## config.mk

```make
export PLATFORM = sky130hd
export DESIGN_NAME = uart_transmit
export DESIGN_NICKNAME = d
export VERILOG_FILES = /design/src/rtl/uart_transmit.sv
export SDC_FILE = /design/constraint.sdc
export NUM_CORES = 1
export LEC_CHECK = 0
export ABC_AREA = 1
export ABC_CLOCK_PERIOD_IN_PS = 3730
export CAP_MARGIN = 5
export CORE_MARGIN = 5
export CORE_UTILIZATION = 64
export DETAILED_ROUTE_END_ITERATION = 6
export PLACE_DENSITY = 0.86
export RECOVER_POWER = 25
export SETUP_SLACK_MARGIN = 0.02
export SYNTH_ARGS = -nofsm -noshare
export SYNTH_HDL_FRONTEND = slang
export SYNTH_SLANG_ARGS = --single-unit
```

## constraint.sdc

```tcl
create_clock -name clk_in -period 3.73 [get_ports clk_in]
set_input_delay 0.5595 -clock clk_in [delete_from_list [all_inputs] [get_ports clk_in]]
set_output_delay 0.5595 -clock clk_in [all_outputs]
set_load 0.05 [all_outputs]
```

## src/rtl/uart_transmit.sv

```systemverilog
// 8N1 UART transmitter behind a small byte FIFO. Byte into an idle, empty unit: start bit 1 cycle after accept.
// Backpressure: ready drops only while the FIFO holds FIFO_DEPTH bytes; a pop never frees a slot in the same cycle.

module fifo #(
    parameter int WIDTH = 8,
    parameter int DEPTH = 4
) (
    input  logic                         clk,
    input  logic                         rst_n,
    input  logic                         push_vld,
    input  logic [WIDTH-1:0]             push_dat,
    output logic                         push_rdy,
    input  logic                         pop_rdy,
    output logic                         pop_vld,
    output logic [WIDTH-1:0]             pop_dat,
    output logic [$clog2(DEPTH+1)-1:0]   count
);
    localparam int AW = (DEPTH > 1) ? $clog2(DEPTH) : 1;
    localparam int CW = $clog2(DEPTH+1);

    logic [WIDTH-1:0] mem [DEPTH];
    logic [AW-1:0]    wr_q, rd_q;
    logic [CW-1:0]    count_q;
    logic             do_push, do_pop;

    // Fullness comes from the registered count only, so a full FIFO cannot refill on its pop cycle.
    assign push_rdy = rst_n && (count_q < CW'(DEPTH));
    assign pop_vld  = (count_q != '0);
    assign do_push  = push_vld && push_rdy;
    assign do_pop   = pop_rdy && pop_vld;
    assign pop_dat  = mem[rd_q];
    assign count    = count_q;

    always_ff @(posedge clk) begin
        if (do_push) mem[wr_q] <= push_dat;
    end

    always_ff @(posedge clk or negedge rst_n) begin
        if (!rst_n) begin
            wr_q    <= '0;
            rd_q    <= '0;
            count_q <= '0;
        end else begin
            if (do_push) wr_q <= wr_q + AW'(1);
            if (do_pop)  rd_q <= rd_q + AW'(1);
            count_q <= count_q + CW'(do_push) - CW'(do_pop);
        end
    end
endmodule

module uart_transmit #(
    parameter int INPUT_CLOCK_FREQ = 100_000_000,
    parameter int BAUD_RATE        = 31250,
    parameter int FIFO_DEPTH       = 4
) (
    input  logic                              clk_in,
    input  logic                              rst_n_in,
    input  logic                              data_valid_in,
    input  logic [7:0]                        data_byte_in,
    output logic                              ready_out,
    output logic                              tx_wire_out,
    output logic                              busy_out,
    output logic [$clog2(FIFO_DEPTH+1)-1:0]   fifo_count_out
);
    localparam int BAUD_BIT_PERIOD = INPUT_CLOCK_FREQ / BAUD_RATE;
    localparam int PW = (BAUD_BIT_PERIOD > 1) ? $clog2(BAUD_BIT_PERIOD) : 1;

    typedef enum logic [1:0] {IDLE, START, DATA, STOP} state_t;

    state_t      state_q, state_d;
    logic [PW-1:0] baud_q, baud_d;
    logic [7:0]  shift_q, shift_d;
    logic [2:0]  idx_q, idx_d;
    logic        tx_q, tx_d;
    logic        pop, have_byte, period_end;
    logic [7:0]  head_dat;

    fifo #(
        .WIDTH (8),
        .DEPTH (FIFO_DEPTH)
    ) u_fifo (
        .clk      (clk_in),
        .rst_n    (rst_n_in),
        .push_vld (data_valid_in),
        .push_dat (data_byte_in),
        .push_rdy (ready_out),
        .pop_rdy  (pop),
        .pop_vld  (have_byte),
        .pop_dat  (head_dat),
        .count    (fifo_count_out)
    );

    assign period_end  = (baud_q == PW'(BAUD_BIT_PERIOD - 1));
    assign tx_wire_out = tx_q;
    assign busy_out    = (state_q != IDLE) || have_byte;

    always_ff @(posedge clk_in or negedge rst_n_in) begin
        if (!rst_n_in) begin
            state_q <= IDLE;
            baud_q  <= '0;
            shift_q <= '0;
            idx_q   <= '0;
            tx_q    <= 1'b1;
        end else begin
            state_q <= state_d;
            baud_q  <= baud_d;
            shift_q <= shift_d;
            idx_q   <= idx_d;
            tx_q    <= tx_d;
        end
    end

    always_comb begin
        state_d = state_q;
        case (state_q)
            IDLE:  if (have_byte) state_d = START;
            START: if (period_end) state_d = DATA;
            DATA:  if (period_end && idx_q == 3'd7) state_d = STOP;
            STOP:  if (period_end) state_d = have_byte ? START : IDLE;
            default: state_d = IDLE;
        endcase
    end

    always_comb begin
        pop     = 1'b0;
        tx_d    = tx_q;
        shift_d = shift_q;
        idx_d   = idx_q;
        baud_d  = period_end ? '0 : baud_q + PW'(1);
        case (state_q)
            IDLE: begin
                baud_d = '0;
                if (have_byte) begin
                    pop     = 1'b1;
                    shift_d = head_dat;
                    tx_d    = 1'b0;
                end
            end
            START: begin
                if (period_end) begin
                    tx_d  = shift_q[0];
                    idx_d = 3'd0;
                end
            end
            DATA: begin
                if (period_end) begin
                    if (idx_q == 3'd7) begin
                        tx_d = 1'b1;
                    end else begin
                        shift_d = {1'b0, shift_q[7:1]};
                        tx_d    = shift_q[1];
                        idx_d   = idx_q + 3'd1;
                    end
                end
            end
            STOP: begin
                // Chaining straight into the next start bit keeps back-to-back frames gapless.
                if (period_end && have_byte) begin
                    pop     = 1'b1;
                    shift_d = head_dat;
                    tx_d    = 1'b0;
                end
            end
            default: ;
        endcase
    end
endmodule

```

# Word level (Yosys, flattened, before mapping)
# Memory sizes are Yosys's and may differ from the RTL's.
# Index checks and enable logic that the tools add are counted.
[word_totals] reg_bits=33 mem_bits_rw=32 in_bits=11 output_inout_bits=6 elab_cells=71 mem_count=1
[op_classes] addsub=6 n_lt_le_gt_ge=1 eq_ne=12 mux=28 reduce_logical=15
[memory_table] name="u_fifo.mem" depth=4 word_bits=8 rd=1 rd_ports_with_merged_regs=0 write_ports=1 line_no="21" rtl="logic [WIDTH-1:0] mem [DEPTH];"
[op_table] op="$mux 8" count=4
[op_table] op="$mux 12" count=2
[op_table] op="$pmux 8 s3" count=1
[op_table] op="$ne 2x2->1 const B" count=7
[op_table] op="$add 12x1->12 const B" count=1
[op_table] op="$eq 12x12->1 const B" count=1
[op_table] op="$reduce_and 4->1" count=3
[op_table] op="$mux 1" count=10
[op_table] op="$mux 3" count=3
[op_table] op="$mux 2" count=4
[op_table] op="$pmux 2 s4" count=1
[op_table] op="$pmux 3 s2" count=1
[op_table] op="$reduce_bool 3->1" count=2
[op_table] op="$logic_and 1x1->1" count=5
[op_table] op="$reduce_and 5->1" count=1
[op_table] op="$add 2x1->2 const B" count=2
[op_table] op="$eq 2x2->1 const B" count=2
[op_table] op="$pmux 1 s4" count=1
[op_table] op="$reduce_bool 2->1" count=2
[op_table] op="$add 3x1->3" count=1
[op_table] op="$add 3x1->3 const B" count=1
[op_table] op="$eq 3x3->1 const B" count=1
[op_table] op="$lt 3x3->1 const B" count=1
[op_table] op="$sub 3x1->3" count=1
[op_table] op="4 further kinds" count=4

# Longest topological paths before layout
[depth] ltp_word=6 mapped_depth=13 mapped_depth_nobuf=13

# Hierarchy
# Synthesis repeated with hierarchy kept, for this count alone.
[hier_totals] cells_unflattened=363 hier_area_um2=3273.1
[by_module_without_submodules] mod="fifo" n_inst=1 cells_each=155 area_each_um2=1722.9 seq_area_each_um2=1136.1
[by_module_without_submodules] mod="uart_transmit" n_inst=1 cells_each=208 area_each_um2=1550.2 seq_area_each_um2=651.9

# Worst setup path before layout
# OpenSTA, ideal clock, no wires.
[synth_timing] path_type="register to register" startpoint="reg u_fifo.count_q[2] (netlist: u_fifo.count[2])" endpoint="reg u_fifo.count_q[2] (netlist: u_fifo.count[2])" setup_time_ns=0.123 t_arrival_ns=2.457 required_ns=3.607 slack_ns=1.150 stages_incl_launch_ff=8 n_path_buf=0 synth_period_minus_slack_ns=2.580 path_cell_list="dfrtp_1 -> nor2_1 -> nand2_1 -> inv_1 -> ha_1 -> inv_1 -> fa_1 -> xnor2_1"
[synth_via] elab_cells_between_ends=11 classes_between="2 x add/sub; 1 x order compare; 3 x mux; 5 x reduce/logical"
[synth_rtl] item="from (decl)" line_no="23" rtl="logic [CW-1:0] count_q;"
[synth_rtl] item="from (signal assigned)" line_no="46" rtl="count_q <= count_q + CW'(do_push) - CW'(do_pop);"
[synth_rtl] item="$lt 3x3->1" line_no="27" rtl="assign push_rdy = rst_n && (count_q < CW'(DEPTH));"
[synth_rtl] item="$logic_and 1x1->1" line_no="27"
[synth_rtl] item="net ready_out" line_no="60" rtl="output logic ready_out,"
[synth_rtl] item="$logic_and 1x1->1" line_no="29" rtl="assign do_push = push_vld && push_rdy;"
[synth_rtl] item="net u_fifo.do_push" line_no="24" rtl="logic do_push, do_pop;"
[synth_rtl] item="$add 3x1->3" line_no="46"
[synth_rtl] item="$sub 3x1->3" line_no="46"
# The timed path passes the listed nets, and every way through them passes these cells.
# A chain may end at the register's enable or synchronous reset.

# Final worst setup path
[layout_timing] startpoint="reg state_q[0]" endpoint="out busy_out"
[layout_via] elab_chain_len=2
[layout_lines] item="from (decl)" line_no="70" rtl="state_t state_q, state_d;"
[layout_lines] item="from (signal assigned)" line_no="105" rtl="state_q <= state_d;"
[layout_lines] item="$reduce_bool 2->1" line_no="95" rtl="assign busy_out = (state_q != IDLE) || have_byte;"
[layout_lines] item="$logic_or 1x1->1" line_no="95"
[layout_lines] item="to (decl)" line_no="62" rtl="output logic busy_out,"
# Every way passes these cells.

==> run metrics <==
Main synth FF type edfxtp_1; end of the worst hold path tx_wire_out; Critical Path RT 3170 ps; leading area contributor after synthesis edfxtp_1; IO Count 17; Die W about 80 um; Startpoint Class register; Synth Area in XOR/XNOR 0.01953; vias in the first global route about 2300; cell count after synthesis 329; final cycle utilization of the critical path 0.7803; worst reg2reg path depth 13; post-route worst setup slack 819.3 ps; Final setup viols 0; Power per Cell Area just under 500 nW/um2; count of flip-flops with a built-in enable after synthesis 32; HP Start tx_wire_out; overall power 0.001743 W; Synth Register Bits 65; post-synthesis compound-gate area fraction 0.03029; skew final roughly 13 ps; Initial Utilization 0.6603; crit path max fanout 7; core area 4755 um2; Layout area overhead 13.35%; Yosys cell types 29; Synth Area in Simple Gates 0.2674; r2r startpoint state_q[0]; CTS H-tree depth 3; status finished with violations; Final Instance Area 3558 um2; row cnt 25; # fillers 344; maximum buffer depth of the clock tree 2; initial antenna violation count 0; Mean Syn Cell Area 9.542 um2; Adder-Cell Fraction of Synth Area 0.06218; largest net degree at the start of global routing 34; # resized after CTS 0; nets 376; post-DP HPWL 4.100 mm; port buffer count 16; Clock transition at path regs 70 ps; RSZ-0062 raised after global routing false; drt first pass iters 4; CTS tree yes; CP arrival 2350 ps; Seq/Total Area, Yosys 0.5695; worst slew pin tran 1755 ps; DRT antenna net count 0; syn_nets 355; # DRC 0; clk sink count 65; R2R Setup Slk 1250 ps; post-synthesis mux area share 0; count leader, synth nand2_1; Syn. warnings 0; worst hold path class register to register; WHS 463.7 ps; CTS Hold Bufs 0; Rel. slew slack -0.1698; worst slack, placed 1191 ps; maximum clock rate about 340 MHz; kind of critical path register to primary output; number of max-cap violations 1; hold path depth 2; Antenna diodes 0; max-slew violations 34; dpl cell area 3361 um2; Routability Congestion between 0.7 and 0.8; largest family of logic cells by synthesized area simple AND/OR/NAND/NOR gates; All-Layer GR Usage 0.2067; critical path capture point type primary output; P_leak 1.549 nW; Root Driver clkbuf_8; top cell type's share of synthesized area 0.3061; VDD IR max approximately 0.00042 V; minimum clock period 2911 ps; DR vias 2258; endpoints failing hold 0; DIE AREA 6406 um2; total congestion overflow 0; wire length per cell 13.50 um; initial DRC count 183; Vias per Instance 5.351; Post-CTS Setup Bufs 0; Worst-Skew Late Latency 350 ps; ys async rst share 0.5077; Mapped Area about 3100 um2; RR Endpoint u_fifo.count[2]; final WL 5.698 mm; setup TNS 0 ps; failing checks capacitance limit, slew limit; first-pass GRT wire length 10.04 mm; layout cells sized above 1 0.09577; top cells by area, synth edfxtp_1, dfrtp_1, nand2_1; CTS buffer count 9; height of the die 80.04 um; synth cell count leaders nand2_1, dfrtp_1, edfxtp_1
[kinds of logic (layout without fill, tap and decap cells)]
| group | after synthesis | after routing |
|---|---|---|
| AND/OR/NAND/NOR | 187 | 187 |
| flip-flops | 65 | 65 |
| buffers and inverters | 39 | 65 |
| AO/OA/AOI/OAI | 16 | 16 |
| adder cells (fa/ha/maj) | 15 | 15 |
| XOR/XNOR | 7 | 7 |
[stage by stage]
step | std cells | util
floorplan | 329 | -
finish | 422 | 0.7484
global route | 422 | 0.7484
detailed placement | 406 | 0.7068
CTS | 422 | 0.7492
global placement | 406 | 0.7068
[where the power goes]
group	switching, W	internal [W]
registers	0.0000383	0.000815
logic	0.000184	0.000105
clock network	0.000287	0.000314
total	0.000509	0.00123
[layout make-up]
cell class,count,area [um2],area share
well taps,67,83.83,0.02356
repair buffers,17,173.9,0.04887
clock inverters,7,77.57,0.02180
flip-flops and latches,65,1788,0.5025
clock buffers,9,123.9,0.03481
multi-input cells,225,1191,0.3347
inverters,32,120.1,0.03376
[worst max-delay path, cell delays in order, from the launching register on]
cell and delay (ps):
dfrtp_1 430, inv_1 140, ha_1 300, inv_2 70, nor2_1 290, inv_1 80, clkdlybuf4s50_1 700
[flip-flops by register name, indices dropped and copies added (netlist names)]
register      cells
tx_wire_out       1
state_q           2
u_fifo.count      3
baud_q           12
u_fifo.rd_q       2
u_fifo.wr_q       2
idx_q             3
shift_q           8
u_fifo.mem       32
[cells in the final DEF, fill, tap and decap left out, types with 2 or more instances in the layout]
cell,instances
inv_2,6
nand4_1,13
xnor2_1,3
inv_1,26
nand2_2,2
inv_6,2
nand3_1,31
clkdlybuf4s50_1,6
clkinv_4,2
nor3b_1,2
nand2_1,101
a21oi_1,5
dlygate4sd3_1,9
o21ai_0,4
nor2_1,25
clkbuf_8,9
nor2_2,2
nor2_4,2
dfrtp_1,32
ha_1,14
nor3_1,5
xor2_1,4
o21ai_1,5
nand3b_1,2
edfxtp_1,32
[per-layer routing]
| layer | GRT usage | part of all wire | vias up |
|---|---|---|---|
| met5 | 0 | 0 | - |
| met2 | 0.3262 | 0.47 | 60 |
| met3 | 0.06885 | 0.052 | 17 |
| li1 | - | - | 1131 |
| met4 | 0.07939 | 0.019 | 0 |
| met1 | 0.2642 | 0.46 | 1050 |
[how the worst max path moves through the flow]
stage | startpoint | to | slack, ps | cells past startpoint
after floorplan | u_fifo.count[2] | u_fifo.count[2] | 1150 | 7
after global placement | rst_n_in | u_fifo.mem[1][3] | 1190 | 5
after detailed placement | state_q[0] | busy_out | 1190 | 6
after CTS | state_q[0] | busy_out | 800 | 6
after global routing | state_q[0] | busy_out | 660 | 6
final | state_q[0] | busy_out | 820 | 6
(Power assumes the default switching activity.)
